--- src/rtl/acc_drain_ctrl_if.sv ---
// Handshake bundle between the accumulator-bank sequencer and its surroundings.
// slave = the sequencer itself, master = whoever drives jobs and observes enables.
interface acc_drain_ctrl_if #(
    parameter int PE_SIZE = 16,
    parameter int TILE_W  = 8
);
    logic                start_i;
    logic [TILE_W-1:0]   num_tiles_i;
    logic                psum_valid_i;
    logic [PE_SIZE-1:0]  wren_o;
    logic [PE_SIZE-1:0]  rden_o;
    logic [PE_SIZE-1:0]  sel_o;
    logic [PE_SIZE-1:0]  out_valid_o;
    logic                busy_o;
    logic                done_o;
    logic                err_o;

    modport slave (
        input  start_i, num_tiles_i, psum_valid_i,
        output wren_o, rden_o, sel_o, out_valid_o, busy_o, done_o, err_o
    );

    modport master (
        output start_i, num_tiles_i, psum_valid_i,
        input  wren_o, rden_o, sel_o, out_valid_o, busy_o, done_o, err_o
    );
endinterface

--- src/rtl/acc_drain_ctrl.sv ---
// Sequencer for the per-column accumulator FIFO bank: skewed write/read/feedback
// enables while K-tiles accumulate, then a drain pass with per-column output strobes.
module acc_drain_ctrl #(
    parameter int PE_SIZE    = 16,
    parameter int FIFO_DEPTH = 16,
    parameter int TILE_W     = 8
) (
    input  logic              clk,
    input  logic              rst,
    acc_drain_ctrl_if.slave   bus
);
    localparam int ROW_W  = (FIFO_DEPTH > 1) ? $clog2(FIFO_DEPTH) : 1;
    localparam int DCNT_W = $clog2(PE_SIZE + FIFO_DEPTH);

    typedef enum logic [1:0] {S_IDLE, S_ACCUM, S_DRAIN} state_t;

    state_t              r_state, w_next;
    logic [TILE_W-1:0]   r_ntiles, r_tile;
    logic [ROW_W-1:0]    r_row;
    logic [DCNT_W-1:0]   r_dcnt;
    logic                r_err;
    logic [PE_SIZE-2:0]  r_wsh, r_rsh, r_ssh, r_vsh;

    logic w_w0, w_r0, w_s0, w_v0, w_done, w_accept, w_perr;
    logic w_row_last, w_tile_last;
    logic [PE_SIZE-1:0] w_wren, w_rden, w_sel, w_oval;

    assign w_row_last  = (r_row == ROW_W'(FIFO_DEPTH - 1));
    assign w_tile_last = (r_tile == r_ntiles - TILE_W'(1));

    always_ff @(posedge clk) begin
        if (rst) r_state <= S_IDLE;
        else     r_state <= w_next;
    end

    always_comb begin
        w_next   = r_state;
        w_w0     = 1'b0;
        w_r0     = 1'b0;
        w_s0     = 1'b0;
        w_v0     = 1'b0;
        w_done   = 1'b0;
        w_accept = 1'b0;
        w_perr   = 1'b0;
        case (r_state)
            S_IDLE: begin
                w_perr = bus.psum_valid_i;
                if (bus.start_i) begin
                    w_accept = 1'b1;
                    w_next   = S_ACCUM;
                end
            end
            S_ACCUM: begin
                // First tile seeds the FIFOs with zero feedback; later tiles read-modify-write.
                w_w0 = bus.psum_valid_i;
                if (r_tile != '0) begin
                    w_r0 = bus.psum_valid_i;
                    w_s0 = bus.psum_valid_i;
                end
                if (bus.psum_valid_i && w_row_last && w_tile_last) w_next = S_DRAIN;
            end
            S_DRAIN: begin
                w_perr = bus.psum_valid_i;
                if (r_dcnt < DCNT_W'(FIFO_DEPTH)) begin
                    w_r0 = 1'b1;
                    w_s0 = 1'b1;
                    w_v0 = 1'b1;
                end
                // Wait for the last column's final strobe to leave the skew pipe.
                if (r_dcnt == DCNT_W'(PE_SIZE + FIFO_DEPTH - 1)) begin
                    w_done = 1'b1;
                    w_next = S_IDLE;
                end
            end
            default: w_next = S_IDLE;
        endcase
    end

    always_ff @(posedge clk) begin
        if (rst) begin
            r_ntiles <= '0;
            r_tile   <= '0;
            r_row    <= '0;
            r_dcnt   <= '0;
            r_err    <= 1'b0;
        end else begin
            if (w_accept) begin
                r_ntiles <= (bus.num_tiles_i == '0) ? TILE_W'(1) : bus.num_tiles_i;
                r_tile   <= '0;
                r_row    <= '0;
                r_err    <= 1'b0;
            end else begin
                if (w_perr) r_err <= 1'b1;
                if (r_state == S_ACCUM && bus.psum_valid_i) begin
                    if (w_row_last) begin
                        r_row  <= '0;
                        r_tile <= r_tile + TILE_W'(1);
                    end else begin
                        r_row  <= r_row + ROW_W'(1);
                    end
                end
            end
            r_dcnt <= (r_state == S_DRAIN) ? r_dcnt + DCNT_W'(1) : '0;
        end
    end

    // Column j sees the column-0 decision j cycles later, matching the array's data skew.
    assign w_wren = {r_wsh, w_w0};
    assign w_rden = {r_rsh, w_r0};
    assign w_sel  = {r_ssh, w_s0};
    assign w_oval = {r_vsh, w_v0};

    always_ff @(posedge clk) begin
        if (rst) begin
            r_wsh <= '0;
            r_rsh <= '0;
            r_ssh <= '0;
            r_vsh <= '0;
        end else begin
            r_wsh <= w_wren[PE_SIZE-2:0];
            r_rsh <= w_rden[PE_SIZE-2:0];
            r_ssh <= w_sel[PE_SIZE-2:0];
            r_vsh <= w_oval[PE_SIZE-2:0];
        end
    end

    assign bus.wren_o      = w_wren;
    assign bus.rden_o      = w_rden;
    assign bus.sel_o       = w_sel;
    assign bus.out_valid_o = w_oval;
    assign bus.busy_o      = (r_state != S_IDLE) && !w_done;
    assign bus.done_o      = w_done;
    assign bus.err_o       = r_err;
endmodule

--- src/flat_wrapper.sv ---
// flat-port wrapper written by rule: the top's interface ports become plain ports
module acc_drain_ctrl_flat 
#(
    parameter int PE_SIZE    = 16,
    parameter int FIFO_DEPTH = 16,
    parameter int TILE_W     = 8
)
  (clk, rst, bus_start_i, bus_num_tiles_i, bus_psum_valid_i, bus_wren_o, bus_rden_o, bus_sel_o, bus_out_valid_o, bus_busy_o, bus_done_o, bus_err_o);
  acc_drain_ctrl_if #(.PE_SIZE(PE_SIZE), .TILE_W(TILE_W)) bus_i ();
  input  logic clk;
  input  logic rst;
  input wire logic [$bits(bus_i.start_i)-1:0] bus_start_i;
  input wire logic [$bits(bus_i.num_tiles_i)-1:0] bus_num_tiles_i;
  input wire logic [$bits(bus_i.psum_valid_i)-1:0] bus_psum_valid_i;
  output wire logic [$bits(bus_i.wren_o)-1:0] bus_wren_o;
  output wire logic [$bits(bus_i.rden_o)-1:0] bus_rden_o;
  output wire logic [$bits(bus_i.sel_o)-1:0] bus_sel_o;
  output wire logic [$bits(bus_i.out_valid_o)-1:0] bus_out_valid_o;
  output wire logic [$bits(bus_i.busy_o)-1:0] bus_busy_o;
  output wire logic [$bits(bus_i.done_o)-1:0] bus_done_o;
  output wire logic [$bits(bus_i.err_o)-1:0] bus_err_o;
  assign bus_i.start_i = bus_start_i;
  assign bus_i.num_tiles_i = bus_num_tiles_i;
  assign bus_i.psum_valid_i = bus_psum_valid_i;
  assign bus_wren_o = bus_i.wren_o;
  assign bus_rden_o = bus_i.rden_o;
  assign bus_sel_o = bus_i.sel_o;
  assign bus_out_valid_o = bus_i.out_valid_o;
  assign bus_busy_o = bus_i.busy_o;
  assign bus_done_o = bus_i.done_o;
  assign bus_err_o = bus_i.err_o;
  acc_drain_ctrl #(.PE_SIZE(PE_SIZE), .FIFO_DEPTH(FIFO_DEPTH), .TILE_W(TILE_W)) u_core (.clk(clk), .rst(rst), .bus(bus_i));
endmodule
--- config.mk ---
export PLATFORM = sky130hd
export DESIGN_NAME = acc_drain_ctrl_flat
export DESIGN_NICKNAME = d
export VERILOG_FILES = /design/src/rtl/acc_drain_ctrl_if.sv /design/src/rtl/acc_drain_ctrl.sv /design/src/flat_wrapper.sv
export SDC_FILE = /design/constraint.sdc
export NUM_CORES = 1
export LEC_CHECK = 0
export CAP_MARGIN = 10
export CORE_AREA = 2 2 78 80
export DETAILED_ROUTE_END_ITERATION = 12
export DIE_AREA = 0 0 80 82
export GPL_TIMING_DRIVEN = 0
export PLACE_DENSITY = 0.83
export SYNTH_ARGS = -nofsm -noshare
export SYNTH_HDL_FRONTEND = slang
export SYNTH_SLANG_ARGS = --single-unit
--- constraint.sdc ---
create_clock -name clk -period 4.25 [get_ports clk]
set_input_delay 1.275 -clock clk [delete_from_list [all_inputs] [get_ports clk]]
set_output_delay 1.275 -clock clk [all_outputs]
set_load 0.05 [all_outputs]
* Word-level counts from Yosys, hierarchy flattened *
Index checks and enable logic that the tools add are counted.

storage, ports and cells
  memories kept = 0
  ROM bits = 0
  latch bits = 0
  memory bits (writable) = 0
  flip-flop bits (word level) = 88
  logic and storage cells = 54
  output and inout bits = 67
  bits of input ports = 12

cells by class
  magnitude comparators = 1
  equality and inequality tests = 8
  div/mod/pow operators = 0
  $add $sub $neg = 4
  reduce and logical (&&, ||, !) cells = 14
  shifts and indexed selects = 0
  $mul = 0
  bitwise logic cells = 1
  mux-type cells = 16

operators by type and width
  cell                 count
  $mux 1               9
  $add 8x1->8 const B  1
  $eq 8x8->1           1
  $logic_not 8->1      1
  $mux 8               1
  $reduce_bool 8->1    1
  $sub 8x1->8 const B  1
  $mux 2               3
  $pmux 2 s3           1
  $reduce_or 2->1      3
  $add 5x1->5 const B  1
  $eq 5x5->1 const B   1
  $lt 5x5->1 const B   1
  $add 4x1->4 const B  1
  $eq 4x4->1 const B   1
  $logic_and 1x1->1    4
  $mux 4               1
  $ne 2x1->1 const B   2
  $reduce_and 3->1     1
  $eq 2x1->1 const B   1
  $eq 2x2->1 const B   1
  $logic_not 2->1      1
  $ne 2x2->1 const B   1
  $pmux 1 s2           1
  4 further kinds      4

* Depth between registers and ports, before layout *
Gate-level depths: netlist of run 1.

  depth in word-level cells = 5
  mapped depth = 9
  depth with buffers taken out = 8

* Least setup slack after synthesis of run 1 *
Ideal clock, no wire load.

  path kind = register -> output
  start = register u_core.r_dcnt[0]
  end = output bus_busy_o
  required time = 2,975 ps
  data arrival time = 1,886 ps
  path slack = 1,089 ps
  buffers on the path = 0
  cell stages (with the launch flop) = 6
  cell sequence = dfxtp_1 > ha_1 > and3_1 > ha_1 > and2_1 > nor2_1

between the ends
  longest elaborated chain between the ends = 5

ends and longest elaborated chain
  what                      line                   text
  start: declaration        acc_drain_ctrl.sv:20   logic [DCNT_W-1:0] r_dcnt;
  start signal: assignment  acc_drain_ctrl.sv:103  r_dcnt <= (r_state == S_DRAIN) ? r_dcnt + DCNT_W'(1) : '0;
  $eq 5x5->1                acc_drain_ctrl.sv:70   if (r_dcnt == DCNT_W'(PE_SIZE + FIFO_DEPTH - 1)) begin
  $mux 1                    acc_drain_ctrl.sv:70
  $mux 1                    acc_drain_ctrl.sv:45   case (r_state)
  via bus_done_o            flat_wrapper.sv:20     output wire logic [$bits(bus_i.done_o)-1:0] bus_done_o;
  $logic_not 1->1           acc_drain_ctrl.sv:131  assign bus.busy_o = (r_state != S_IDLE) && !w_done;
  $logic_and 1x1->1         acc_drain_ctrl.sv:131
  end: declaration          flat_wrapper.sv:19     output wire logic [$bits(bus_i.busy_o)-1:0] bus_busy_o;

The timed path passes the listed nets, and every way through them passes these cells.

* Worst setup path after layout of run 1 *
  start = input bus_psum_valid_i
  end = output bus_rden_o[0]

between the ends
  longest elaborated chain between the ends = 2

ends and longest elaborated chain
  what                line                  text
  start: declaration  flat_wrapper.sv:14    input wire logic [$bits(bus_i.psum_valid_i)-1:0] bus_psum_valid_i;
  $mux 1              acc_drain_ctrl.sv:56  if (r_tile != '0) begin
  $pmux 1 s2          acc_drain_ctrl.sv:45
  end: declaration    flat_wrapper.sv:16    output wire logic [$bits(bus_i.rden_o)-1:0] bus_rden_o;

Every way passes these cells.

==> results of run 1 <==
[synth_stat cells, types with 6 or more instances]
| master | number | area (um^2) |
|---|---|---|
| nor3_1 | 7 | 35.03 |
| nor2b_1 | 43 | 269.0 |
| a21oi_1 | 15 | 75.07 |
| clkbuf_1 | 10 | 37.54 |
| inv_1 | 13 | 48.80 |
| nand2b_1 | 6 | 37.54 |
| dfxtp_1 | 73 | 1461 |
| xor2_1 | 11 | 96.34 |
| xnor2_1 | 10 | 87.58 |
| nand2_1 | 27 | 101.4 |
| nor2_1 | 19 | 71.32 |
| buf_4 | 19 | 142.6 |
| ha_1 | 10 | 125.1 |
| nand3_1 | 6 | 30.03 |
| o21ai_0 | 7 | 35.03 |
[sequential cells by signal, summed over array words and instances, names as in the netlist]
signal	cells
u_core.r_state	2
u_core.bus.err_o	1
u_core.r_dcnt	5
u_core.r_tile	8
u_core.r_vsh	15
u_core.r_wsh	15
u_core.r_row	4
u_core.r_ssh	15
u_core.r_ntiles	8
[power groups by stage]
stage	clock network (mW)	registers [mW]	logic, mW
final	0.592	0.722	0.213
after global placement	0	0.736	0.206
after global routing	0.634	0.725	0.234
after floorplan	0	0.745	0.142
after detailed placement	0	0.737	0.213
after CTS	0.602	0.722	0.213
[cell families after synthesis]
family                     count (synthesis)  synth area share (%)
AOI/OAI and AO/OA                         32                 6.401
and+or+nand+nor                          123                 23.06
muxes                                      1                0.3507
xor gates and xnor gates                  21                 6.444
DFF                                       73                 51.21
buffers and inverters                     43                 8.155
adders and majority gates                 10                 4.384
[repair_timing]
action                                 in CTS  in global routing
hold buffers                                0                  0
resized for setup                           7                  0
endpoints found under the hold margin       0                  0
setup endpoints to repair                   3                  0
[layout make-up]
type                            instances  area [um^2]
Sequential cell                        73         1461
Fill cell                             478         1802
Buffer                                 30        183.9
Inverter                               13        48.80
Multi-Input combinational cell        187         1160
Clock inverter                          7        93.84
Tap cell                               75        93.84
Timing Repair Buffer                   78        778.2
Clock buffer                            9        123.9
[worst max-delay path, stage by stage]
cell	delay, ps
clkdlybuf4s50_1	520
nand2_1	230
a21oi_1	260
o21a_1	180
buf_4	120
clkdlybuf4s15_2	350
[metal layers]
| metal | part of all wire, % | vias up |
|---|---|---|
| li1 | - | 1147 |
| met1 | 46 | 1032 |
| met2 | 48 | 67 |
| met3 | 5.7 | 9 |
| met4 | 0.99 | 0 |
| met5 | 0 | - |
[how the worst max path moves through the flow]
stage	start	endpoint	cells past startpoint
finish	bus_psum_valid_i	bus_rden_o[0]	6
global placement	bus_psum_valid_i	bus_sel_o[0]	6
floorplan	u_core.r_dcnt[0]	bus_busy_o	5
detailed placement	bus_psum_valid_i	bus_sel_o[0]	6
CTS	bus_psum_valid_i	bus_rden_o[0]	6
global route	bus_psum_valid_i	bus_rden_o[0]	6
==> impl_metrics.json, run 1 <==
{
  "antenna_cells": 0,
  "synth-edff-count": 0,
  "numCtsBuffers": 9,
  "worstSetupPathType": "primary input to output port",
  "ys_seq_area_share_pct": 51.21,
  "cp-end-kind": "output port",
  "comb_power_share_pct": 14.0,
  "syn_to_final_growth_pct": 38.18,
  "hold_class": "register to register",
  "timing.rr.start": "u_core.r_ntiles[0]",
  "worst-r2r-setup-slack_ps": 2120,
  "clock_latency_ps": 330,
  "placed_area_mm2": 0.003729,
  "grt-busiest-layer": "met2",
  "tns_ps": 0,
  "grt_antenna_before_repair": 0,
  "vias": 2255,
  "final_common_cell": "clkdlybuf4s50_1",
  "min-delay-start": "u_core.r_dcnt[0]",
  "drcViolationCount": 0,
  "finalHoldViolCount": 0,
  "max_freq_ghz": 0.2376,
  "layout.cells.non_filler": 472,
  "maxCapViolCount": 0,
  "drive_gt1_share_pct": 9.824,
  "grt.met2_usage_pct": 32.92,
  "slew_violations": 0,
  "worstHoldEndpoint": "u_core.r_dcnt[0]",
  "final_core_util_pct": 68.64,
  "power_mw": 1.527,
  "grt_usage_pct": 18.61,
  "path_clk_slew_ps": 70,
  "rows": 28,
  "fin_nets": 414,
  "drt-total-wl_mm": 5.947,
  "finClkSkew_ps": 6.938,
  "reg2reg_depth": 7,
  "setup_viol": 0,
  "p_clk_share_pct": 38.8,
  "intPower_mw": 1.114,
  "layout_common_cells": "clkdlybuf4s50_1, dfxtp_1, nor2b_1",
  "clockRootBuffer": "clkbuf_8",
  "power.density_mw_per_mm2": 387.1,
  "cp.required_ps": 2970,
  "rsz0062_at_grt": "no",
  "syn_area_per_cell_um2": 9.419,
  "post-dp-hpwl_mm": 4.411,
  "port_buffers": 78,
  "grt_max_degree": 14,
  "die_area_mm2": 0.006560,
  "h-tree-depth": 3,
  "start_util_pct": 49.67,
  "gp_congestion": 0.8295,
  "power.switching_mw": 0.4129,
  "cts_tree": "done",
  "outcome": "finished, final reports clean",
  "place_ws_ps": -350.9,
  "via_per_inst": 4.778,
  "overflow": 0,
  "wl_per_cell_um": 12.60,
  "synth_nets": 325,
  "drtIter0Drc": 63,
  "design_area_mm2": 0.003944,
  "fp.dieW_um": 80,
  "dp.cells": 456,
  "die_h_um": 82,
  "setup_ws_ps": 41.49,
  "io_pins": 79,
  "critPathArrivalTime_ps": 2930,
  "grtUsageMet1_pct": 22.01,
  "final_antenna_net_count": 0,
  "syn_inst": 303,
  "startpoint_type": "primary input",
  "cts.sinks": 73,
  "yosys_warnings": 0,
  "critPathMaxFanout": 8,
  "firstDrtPassIters": 4,
  "min_period_ps": 4209,
  "synth_seq_cells": 73,
  "min_delay_path_depth": 1,
  "leakage_nw": 1.523,
  "synth.distinct_cells": 35,
  "synth-main-ff-cell": "dfxtp_1",
  "clockBufferDepth": 2,
  "grt_pass1_vias": 2164,
  "relSlewSlack_pct": 56.31,
  "power.share.sequential_pct": 47.3,
  "synthesis.area_mm2": 0.002854,
  "grt_use_met3_pct": 4.615,
  "synth-async-reset-ratio_pct": 0,
  "hold_ws_ps": 449.5,
  "peakVddDrop_mv": 0.2486,
  "r2r-end": "u_core.r_state[0]",
  "tightest_slew_ps": 649.4,
  "grt_pass1_wl_mm": 9.604,
  "post_cts_buffers": 0,
  "min_period_over_period_pct": 99.02,
  "switching_share_pct": 27.04,
  "core_mm2": 0.005746
}
Note: power is estimated with default switching activity, not from simulation.
==> inputs of run 2 (changes only) <==
--- a/config.mk
+++ b/config.mk
@@ -14,3 +14,4 @@
 export SYNTH_ARGS = -nofsm -noshare
 export SYNTH_HDL_FRONTEND = slang
 export SYNTH_SLANG_ARGS = --single-unit
+export TNS_END_PERCENT = 10
==> impl_metrics.json, run 2 (same netlist as run 1, synthesis figures left out) <==
{
  "path_clk_slew_ps": 70,
  "p_clk_share_pct": 38.8,
  "die_area_mm2": 0.006560,
  "worst-r2r-setup-slack_ps": 2120,
  "power.density_mw_per_mm2": 387.7,
  "final_antenna_net_count": 0,
  "worstSetupPathType": "primary input to output port",
  "die_h_um": 82,
  "timing.rr.start": "u_core.r_ntiles[0]",
  "comb_power_share_pct": 13.9,
  "dp.cells": 456,
  "startpoint_type": "primary input",
  "reg2reg_depth": 7,
  "clockBufferDepth": 2,
  "slowest_stage": "clkdlybuf4s50_1",
  "io_pins": 79,
  "power.switching_mw": 0.4141,
  "drtIter0Drc": 70,
  "power_mw": 1.528,
  "finalHoldViolCount": 0,
  "power.share.sequential_pct": 47.2,
  "numCtsBuffers": 9,
  "grt_pass1_vias": 2166,
  "fill_cells": 480,
  "peakVddDrop_mv": 0.2504,
  "rows": 28,
  "r2r-end": "u_core.r_state[0]",
  "syn_to_final_growth_pct": 38.05,
  "relSlewSlack_pct": 56.65,
  "outcome": "finished, final reports clean",
  "wl_per_cell_um": 12.62,
  "fp.dieW_um": 80,
  "drt-total-wl_mm": 5.955,
  "start_util_pct": 49.67,
  "cp-startpoint": "bus_psum_valid_i",
  "antenna_cells": 0,
  "rsz0062_at_grt": "no",
  "h-tree-depth": 3,
  "leakage_nw": 1.525,
  "cp.depth": 5,
  "vias": 2272,
  "finClkSkew_ps": 6.948,
  "cts_hold_buf": 0,
  "cp_cell_sequence": "clkdlybuf4s50_1 -> nand2_1 -> inv_1 -> buf_4 -> dlygate4sd2_1",
  "critPathCapture": "bus_wren_o[0]",
  "min_period_over_period_pct": 96.34,
  "layout.cells.non_filler": 472,
  "clockRootBuffer": "clkbuf_8",
  "fin_nets": 414,
  "critPathMaxFanout": 8,
  "tightest_slew_ps": 644.4,
  "final_common_cell": "clkdlybuf4s50_1",
  "drcViolationCount": 0,
  "slew_violations": 0,
  "firstDrtPassIters": 4,
  "hold_class": "register to register",
  "core_mm2": 0.005746,
  "grt_antenna_before_repair": 0,
  "maxCapViolCount": 0,
  "via_per_inst": 4.814,
  "grt_max_degree": 14,
  "intPower_mw": 1.114,
  "final_core_util_pct": 68.58,
  "overflow": 0,
  "cts.sinks": 73,
  "cp.required_ps": 2970,
  "layout_common_cells": "clkdlybuf4s50_1, dfxtp_1, nor2b_1",
  "grt_usage_pct": 18.63,
  "post_cts_buffers": 0,
  "path_buf_inv": 4,
  "max_freq_ghz": 0.2442,
  "cts_tree": "done",
  "largest_registers": "u_core.r_ssh (15), u_core.r_vsh (15), u_core.r_wsh (15)",
  "cp_top_family": "buffers and inverters",
  "post_cts_resized": 6,
  "setup_viol": 0,
  "clock_latency_ps": 330,
  "switching_share_pct": 27.10,
  "post-dp-hpwl_mm": 4.411,
  "grt_pass1_wl_mm": 9.618,
  "tns_ps": 0,
  "min_period_ps": 4095,
  "critPathArrivalTime_ps": 2820,
  "gp_congestion": 0.8295,
  "drive_gt1_share_pct": 9.824,
  "max_stage_delay_ps": 520,
  "cp-end-kind": "output port",
  "hold_ws_ps": 449.5,
  "port_buffers": 78
}
run 2: power by group through the flow:
stage / Sequential (mW) / Clock (mW) / Combinational [mW]
after global routing: 0.725 / 0.634 / 0.234
after floorplan: 0.745 / 0 / 0.142
after detailed placement: 0.737 / 0 / 0.213
after CTS: 0.722 / 0.602 / 0.213
final: 0.722 / 0.593 / 0.213
after global placement: 0.736 / 0 / 0.206
run 2: through the flow:
step	cell area (um^2)	setup slack [ps]
floorplan	2854	1089
global placement	3729	-338.8
detailed placement	3729	-350.9
CTS	3940	171.7
global route	3940	115.2
finish	3940	155.5
run 2: worst min-delay path by stage:
stage                                 from                to  slack (ps)  cells after the start
after global placement    u_core.r_dcnt[0]  u_core.r_dcnt[0]         430                      1
after floorplan           u_core.r_dcnt[0]  u_core.r_dcnt[0]         420                      1
after global routing       u_core.r_vsh[0]   u_core.r_vsh[1]         480                      1
final                     u_core.r_dcnt[0]  u_core.r_dcnt[0]         450                      1
after CTS                 u_core.r_dcnt[0]  u_core.r_dcnt[0]         450                      1
after detailed placement  u_core.r_dcnt[0]  u_core.r_dcnt[0]         440                      1
run 2: routing by layer:
metal  global-route usage [%]  share of wire, %  vias to the layer above
met2                    32.92                47                       70
met1                    22.08                46                     1042
met5                        0                 0                        -
li1                         -                 -                     1147
met4                    6.441               1.4                        0
met3                    4.615               5.7                       13
run 2: final cells by class:
cell class	count	area (um^2)	area share, %
well taps	75	93.84	2.382
clock inverters	7	93.84	2.382
plain buffers	30	183.9	4.668
inverters	13	48.80	1.238
repair buffers	78	774.5	19.66
multi-input cells	187	1160	29.44
flip-flops and latches	73	1461	37.09
clock buffers	9	123.9	3.144
run 2: worst register-to-register path: cells and delay by family, from the launching register on:
family,cells,cell delay (ps)
multiplexers,1,130
AO/OA/AOI/OAI,1,150
adder cells (fa/ha/maj),1,320
buffers and inverters,1,110
flip-flops,1,480
AND/OR/NAND/NOR,2,720
XOR/XNOR,1,120
==> inputs of run 3 (changes only) <==
--- a/config.mk
+++ b/config.mk
@@ -11,6 +11,7 @@
 export DIE_AREA = 0 0 80 82
 export GPL_TIMING_DRIVEN = 0
 export PLACE_DENSITY = 0.83
+export SLEW_MARGIN = 0
 export SYNTH_ARGS = -nofsm -noshare
 export SYNTH_HDL_FRONTEND = slang
 export SYNTH_SLANG_ARGS = --single-unit
==> results of run 3 <==
Final layout, timing and power as in run 2 (identical DEF).
